[config.mk]
export PLATFORM = sky130hd
export DESIGN_NAME = wb_prefetch
export DESIGN_NICKNAME = d
export VERILOG_FILES = /design/src/rtl/wb_prefetch_pkg.sv /design/src/rtl/wb_prefetch_fifo.sv /design/src/rtl/wb_prefetch.sv
export SDC_FILE = /design/constraint.sdc
export NUM_CORES = 1
export LEC_CHECK = 0
export CAP_MARGIN = 15
export CORE_UTILIZATION = 35
export CTS_BUF_LIST = sky130_fd_sc_hd__clkbuf_8
export DETAILED_ROUTE_END_ITERATION = 8
export GPL_ROUTABILITY_DRIVEN = 0
export PLACE_DENSITY = 0.59
export SLEW_MARGIN = 20
export SYNTH_ARGS = -nofsm -noshare
export SYNTH_HDL_FRONTEND = slang
export SYNTH_SLANG_ARGS = --single-unit
[constraint.sdc]
create_clock -name clk -period 22 [get_ports clk]
set_clock_uncertainty 0.15 [all_clocks]
set_input_delay 2.2 -clock clk [delete_from_list [all_inputs] [get_ports clk]]
set_output_delay 2.2 -clock clk [all_outputs]
set_load 0.02 [all_outputs]
[src/rtl/wb_prefetch_pkg.sv]
// rtl/wb_prefetch_pkg.sv - shared types and constants for the Wishbone instruction prefetcher
package wb_prefetch_pkg;

    localparam int PF_AW = 32;
    localparam int PF_DW = 32;

    typedef enum logic [1:0] {
        IDLE = 2'd0,
        REQ  = 2'd1,
        DROP = 2'd2
    } pf_state_t;

    // Queue entry layout; the top packs its FIFO words in this same order.
    typedef struct packed {
        logic [PF_AW-1:0] pc;
        logic [PF_DW-1:0] insn;
        logic             err;
    } pf_entry_t;

    localparam logic [3:0] WB_SEL_ALL = 4'hf;

endpackage

[src/rtl/wb_prefetch_fifo.sv]
// rtl/wb_prefetch_fifo.sv - synchronous FIFO with flush; head entry visible combinationally
module wb_prefetch_fifo #(
    parameter int DEPTH = 4,
    parameter int W     = 65
) (
    input  logic                     clk,
    input  logic                     rst,
    input  logic                     flush,
    input  logic                     push,
    input  logic [W-1:0]             push_data,
    input  logic                     pop,
    output logic [W-1:0]             head,
    output logic [$clog2(DEPTH):0]   count,
    output logic                     empty
);

    localparam int PW = $clog2(DEPTH);
    localparam logic [PW:0] FULL_C = (PW+1)'(DEPTH);

    logic [W-1:0]  mem [DEPTH];
    logic [PW-1:0] wr_ptr;
    logic [PW-1:0] rd_ptr;
    logic          do_push;
    logic          do_pop;

    assign empty   = (count == '0);
    assign do_push = push && (count != FULL_C);
    assign do_pop  = pop && !empty;
    assign head    = mem[rd_ptr];

    always_ff @(posedge clk) begin
        if (rst) begin
            wr_ptr <= '0;
            rd_ptr <= '0;
            count  <= '0;
            for (int i = 0; i < DEPTH; i++) begin
                mem[i] <= '0;
            end
        end else if (flush) begin
            wr_ptr <= '0;
            rd_ptr <= '0;
            count  <= '0;
        end else begin
            if (do_push) begin
                mem[wr_ptr] <= push_data;
                wr_ptr      <= wr_ptr + PW'(1);
            end
            if (do_pop) begin
                rd_ptr <= rd_ptr + PW'(1);
            end
            case ({do_push, do_pop})
                2'b10:   count <= count + (PW+1)'(1);
                2'b01:   count <= count - (PW+1)'(1);
                default: count <= count;
            endcase
        end
    end

endmodule

[src/rtl/wb_prefetch.sv]
// rtl/wb_prefetch.sv - Wishbone classic single-read instruction prefetcher with redirect/flush
module wb_prefetch
    import wb_prefetch_pkg::*;
#(
    parameter int             AW       = 32,
    parameter int             DW       = 32,
    parameter int             DEPTH    = 4,
    parameter logic [AW-1:0]  RESET_PC = '0
) (
    input  logic          clk,
    input  logic          rst,
    input  logic          redirect_i,
    input  logic [AW-1:0] redirect_pc_i,
    output logic          fetch_valid_o,
    input  logic          fetch_ready_i,
    output logic [AW-1:0] fetch_pc_o,
    output logic [DW-1:0] fetch_insn_o,
    output logic          fetch_err_o,
    output logic [AW-1:0] wbm_adr_o,
    output logic [DW-1:0] wbm_dat_o,
    output logic          wbm_we_o,
    output logic [3:0]    wbm_sel_o,
    output logic          wbm_cyc_o,
    output logic          wbm_stb_o,
    input  logic [DW-1:0] wbm_dat_i,
    input  logic          wbm_ack_i,
    input  logic          wbm_err_i,
    input  logic          wbm_rty_i
);

    localparam int EW = AW + DW + 1;
    localparam int CW = $clog2(DEPTH) + 1;
    localparam logic [CW-1:0] DEPTH_C = CW'(DEPTH);

    pf_state_t      state;
    logic [AW-1:0]  next_pc;
    logic [AW-1:0]  adr;
    logic           cyc;
    logic           halted;

    logic [CW-1:0]  count;
    logic           empty;
    logic [EW-1:0]  head;
    logic [EW-1:0]  push_data;
    logic           push;
    logic           term;
    logic           outstanding;
    logic           can_issue;
    logic [AW-1:0]  redir_pc;
    logic           unused_redirect_lsbs;

    assign term        = wbm_ack_i | wbm_err_i | wbm_rty_i;
    assign outstanding = (state != IDLE);
    assign redir_pc    = {redirect_pc_i[AW-1:2], 2'b00};
    assign unused_redirect_lsbs = &{1'b0, redirect_pc_i[1:0]};

    // Credit check: an accepted response must always find a free slot.
    assign can_issue = !halted && ((count + CW'(outstanding)) < DEPTH_C);

    assign push      = (state == REQ) && term && !redirect_i && (wbm_ack_i || wbm_err_i);
    assign push_data = wbm_ack_i ? {next_pc, wbm_dat_i, 1'b0} : {next_pc, {DW{1'b0}}, 1'b1};

    always_ff @(posedge clk) begin
        if (rst) begin
            state   <= IDLE;
            cyc     <= 1'b0;
            adr     <= RESET_PC;
            next_pc <= RESET_PC;
            halted  <= 1'b0;
        end else begin
            case (state)
                IDLE: begin
                    if (redirect_i) begin
                        next_pc <= redir_pc;
                        halted  <= 1'b0;
                    end else if (can_issue) begin
                        state <= REQ;
                        cyc   <= 1'b1;
                        adr   <= next_pc;
                    end
                end
                REQ: begin
                    if (term) begin
                        state <= IDLE;
                        cyc   <= 1'b0;
                        if (redirect_i) begin
                            next_pc <= redir_pc;
                            halted  <= 1'b0;
                        end else if (wbm_ack_i) begin
                            next_pc <= next_pc + AW'(4);
                        end else if (wbm_err_i) begin
                            halted <= 1'b1;
                        end
                    end else if (redirect_i) begin
                        // Cannot abandon a classic cycle; wait out the orphan in DROP.
                        state   <= DROP;
                        next_pc <= redir_pc;
                        halted  <= 1'b0;
                    end
                end
                DROP: begin
                    if (redirect_i) begin
                        next_pc <= redir_pc;
                    end
                    if (term) begin
                        state <= IDLE;
                        cyc   <= 1'b0;
                    end
                end
                default: begin
                    state <= IDLE;
                    cyc   <= 1'b0;
                end
            endcase
        end
    end

    wb_prefetch_fifo #(
        .DEPTH (DEPTH),
        .W     (EW)
    ) u_fifo (
        .clk       (clk),
        .rst       (rst),
        .flush     (redirect_i),
        .push      (push),
        .push_data (push_data),
        .pop       (fetch_valid_o && fetch_ready_i),
        .head      (head),
        .count     (count),
        .empty     (empty)
    );

    assign fetch_valid_o = !empty;
    assign {fetch_pc_o, fetch_insn_o, fetch_err_o} = head;

    assign wbm_adr_o = adr;
    assign wbm_cyc_o = cyc;
    assign wbm_stb_o = cyc;
    assign wbm_dat_o = '0;
    assign wbm_we_o  = 1'b0;
    assign wbm_sel_o = WB_SEL_ALL;

endmodule

==> results summary <==
For this run, the detailed router's first-pass iteration total came to 5. The worst-margin pin slew is 1060 ps. The peak fanout along the critical path is 44. The die footprint is 44700 µm². The relative slew slack came out at 28.9%. Summing the sequential cell areas from Yosys gives 60.9% of the chip area. Summing every instance area after synthesis gives 15400 µm². STA classifies the critical path endpoint as an output port. Counting cells, the worst reg-to-reg path comes to 9.

The signal on the critical path passes through buf_4, mux4_2, clkdlybuf4s50_1. The worst setup path is launched from a register. The global routing stage identified its most utilized layer as met2. The worst hold path was traced through 2 stages.

Using the TritonRoute via totals, the vias-per-cell ratio works out to 4.96. The worst min-delay path startpoint is wbm_adr_o[25]. The number of unique standard cell types used by synthesis came out at 61. The reported leakage power came out at 6.63 nW. For this run the aggregate overflow at the end of global routing stands at 0. The delay of the slowest critical-path stage is 830 ps. After routing the design area is 18600 µm². Across every metal layer, demand over resource in global routing totals 17.9%. The met1 demand-to-capacity share in global routing came out at 23.3%. The clock tree root driver cell is clkbuf_8.

The family with the most delay on the worst path is buffers and inverters. The cell area after placement is 17500 µm². The initial utilization of the core area, before any placement, comes to 35.6%. The die span in y is 211 µm. The area of the multi-input gates is 5500 µm². The global-route track usage on met2 came out at 29.4%.

Adding up every negative setup slack in the final design gives 0 ps. The number of setup buffers added after CTS is 0. The wire length of the first global-routing pass came out at 59.8 mm. The count of cells resized by post-cts repair came out at 0.

The portion of the clock cycle consumed by the worst path in the final layout came out at 26.0%. The Yosys step of the flow raised 0 warnings. TritonCTS built the clock tree. Measured along the x axis, the die boundary spans 211 µm. In this run the power density over the cells is 74.5 nW/µm². The max-slew violation count is 0. The arrival time reported for the critical path endpoint is 3370 ps. Counting every instance in the synthesized netlist gives 1202. After synthesis, the largest area contributor takes up 50.9% of total cell area. The per-cell routed wire length is 19.8 µm.

The number of vias after detailed routing is 9822. In this run the worst hold path is classified as register to register. The area growth from synthesis to layout is 21.1%. For this run, asynchronously set or reset flops after synthesis account for 0%. By area the synthesized netlist is led by edfxtp_1 51%, dfxtp_1 10%, mux4_2 9.5%, and2_1 9.0%, nand2_1 2.5%.

The number of synthesized register bits came out at 337. For this run, the number of standard cells in the final layout without fillers is 1982. The count of nets after finishing is 1427. The critical path required time came out at 19650 ps. The critical path crosses 3 cells after its start point. The via count of the first global-routing pass was 10104. The row count is 76. For this run, the leading register cell type out of synthesis is edfxtp_1.

In the routed design, unresolved DRC markers number 0. The number of flops mapped to enable cells by yosys is 260. The clock latency of the later-clocked register in the worst-skew pair came out at 620 ps. The total core area is 43200 µm². The fraction of layout cells with a size suffix above 1 is 13.8%. The cell with the largest stage delay on the worst path is buf_4. The final hold violation count came to 0. After the first detailed-routing iteration, the DRC count stood at 634. The final number of setup-violating endpoints came out at 0. Based on the critical path, the design can be clocked at up to 175 MHz.

The H-tree depth reported by CTS came out at 2. The post-detailed-route count of antenna-violating nets is 0. After detailed routing, the total wire length is 39.2 mm. Once placement completed, the tool counted placed cells totaling 1875. Summing all flip-flop and latch instances after layout gives 9360 µm². The number of max-capacitance violations reported came out at 0.

A synthesized cell averages 12.8 µm². The worst voltage drop across the vdd grid came out at 0.0470 mV. The run finished with clean final reports.

The number of buffers inserted by hold repair at cts is 0. For this design the top-level I/O count stands at 208. Setup repair after global routing left no endpoint under its margin. The final critical-path required period came out at 5720 ps.

The fill cell total of the finished layout came out at 4127. The number of antenna violations at the first check in global routing is 1. The critical path is of the register to output port type.

The count of port buffers added during placement came out at 168. The startpoint identified for the worst register-to-register timing path is state[1]. The number of buffers created by CTS is 57. The sum of buffers and inverters on the critical path is 2. The number of clock sinks seen by CTS came out at 337.

Entering global routing, the biggest net connects 66 pins. The estimated wirelength of the detail-placed design came out at 23.2 mm. The maximum count of clock buffers along a single path came out at 3. The synthesized design spends more area on one cell type than any other, namely edfxtp_1. Global routing used 4.15% of the available met3 tracks.

The clock transition at the register clock pins on the worst setup and hold paths after CTS came out at 60 ps.
logic make-up after synthesis:
| group | Yosys count | synth area share [%] |
|---|---|---|
| AO/OA/AOI/OAI | 122 | 4.91 |
| XOR/XNOR | 9 | 0.513 |
| adder cells (fa/ha/maj) | 7 | 0.619 |
| buffers and inverters | 149 | 4.61 |
| flip-flops | 337 | 60.9 |
| multiplexers | 76 | 10.3 |
| other | 2 | 0.0489 |
| AND/OR/NAND/NOR | 500 | 18.1 |
worst paths after layout:
kind / to / slack (ps)
max: fetch_pc_o[14] / 16280
min reg2reg: wbm_adr_o[25] / 300
min: wbm_adr_o[25] / 300
max reg2reg: u_fifo.mem[0][10] / 18370
flip-flops by register name (all words and copies together), names as in the netlist, named ones only:
register       flops
wbm_adr_o         32
halted             1
next_pc           32
u_fifo.count       3
u_fifo.wr_ptr      2
state              2
u_fifo.rd_ptr      2
u_fifo.mem       260
wbm_cyc_o          1
synth_stat cells, drive strengths merged, types with 8 or more instances:
library cell,number
edfxtp,260
and2,220
nand2,104
clkbuf,88
dfxtp,77
mux4,65
a21oi,50
buf,48
nor2,39
and3,38
nand3,23
nor3,19
o21ai,18
a31oi,13
inv,13
a211oi,11
nand4,11
or4,11
or3,9
nor4,8
final cells by class:
class | count | area share, %
repair buffers | 189 | 9.87
clock buffers | 64 | 4.74
well taps | 585 | 3.94
diodes | 1 | 0.0135
inverters | 13 | 0.263
multi-input cells | 751 | 29.6
clock inverters | 42 | 1.24
flip-flops and latches | 337 | 50.3
report_power, final:
group	switching [mW]	internal, mW	leakage (nW)
Clock	0.256	0.290	0.630
Combinational	0.0667	0.0456	2.69
Sequential	0.0176	0.709	3.32
stage by stage:
stage	util, %	setup WS, ps	power (mW)	hold slack [ps]
after floorplan	-	13480	0.804	291
after global placement	40.5	15990	0.852	295
after detailed placement	40.5	15950	0.854	297
after CTS	43.0	16070	1.40	305
after global routing	43.1	15990	1.44	333
final	43.1	16280	1.39	304
worst min-delay path, stage by stage (launching register included):
cell	delay, ps
dfxtp_1	310
nand2_1	50
a21oi_1	50
placed cells by master (no fill, tap or decap), types with 7 or more instances in the layout:
cell	Yosys	final
clkbuf_8	0	64
inv_1	13	28
conb_1	2	37
nand2_1	104	104
and3_1	38	38
a21oi_1	50	50
a211oi_1	11	10
a31oi_1	13	13
nor3_1	19	17
o211ai_1	7	7
or4_1	10	10
and2_1	220	220
or3_1	9	9
nand3_1	22	22
clkinv_2	0	9
clkdlybuf4s50_1	0	167
mux4_2	65	65
nand4_1	11	11
dfxtp_1	77	75
o21ai_0	15	12
clkinv_1	0	14
edfxtp_1	260	260
buf_4	38	21
nor2_1	39	35
layer usage:
layer | vias to the layer above | wire [µm]
li1 | 4596 | -
met1 | 4827 | 16900
met2 | 338 | 18900
met3 | 61 | 2510
met4 | 0 | 920
met5 | - | 0
No activity file was read; power rests on OpenSTA's default activity.
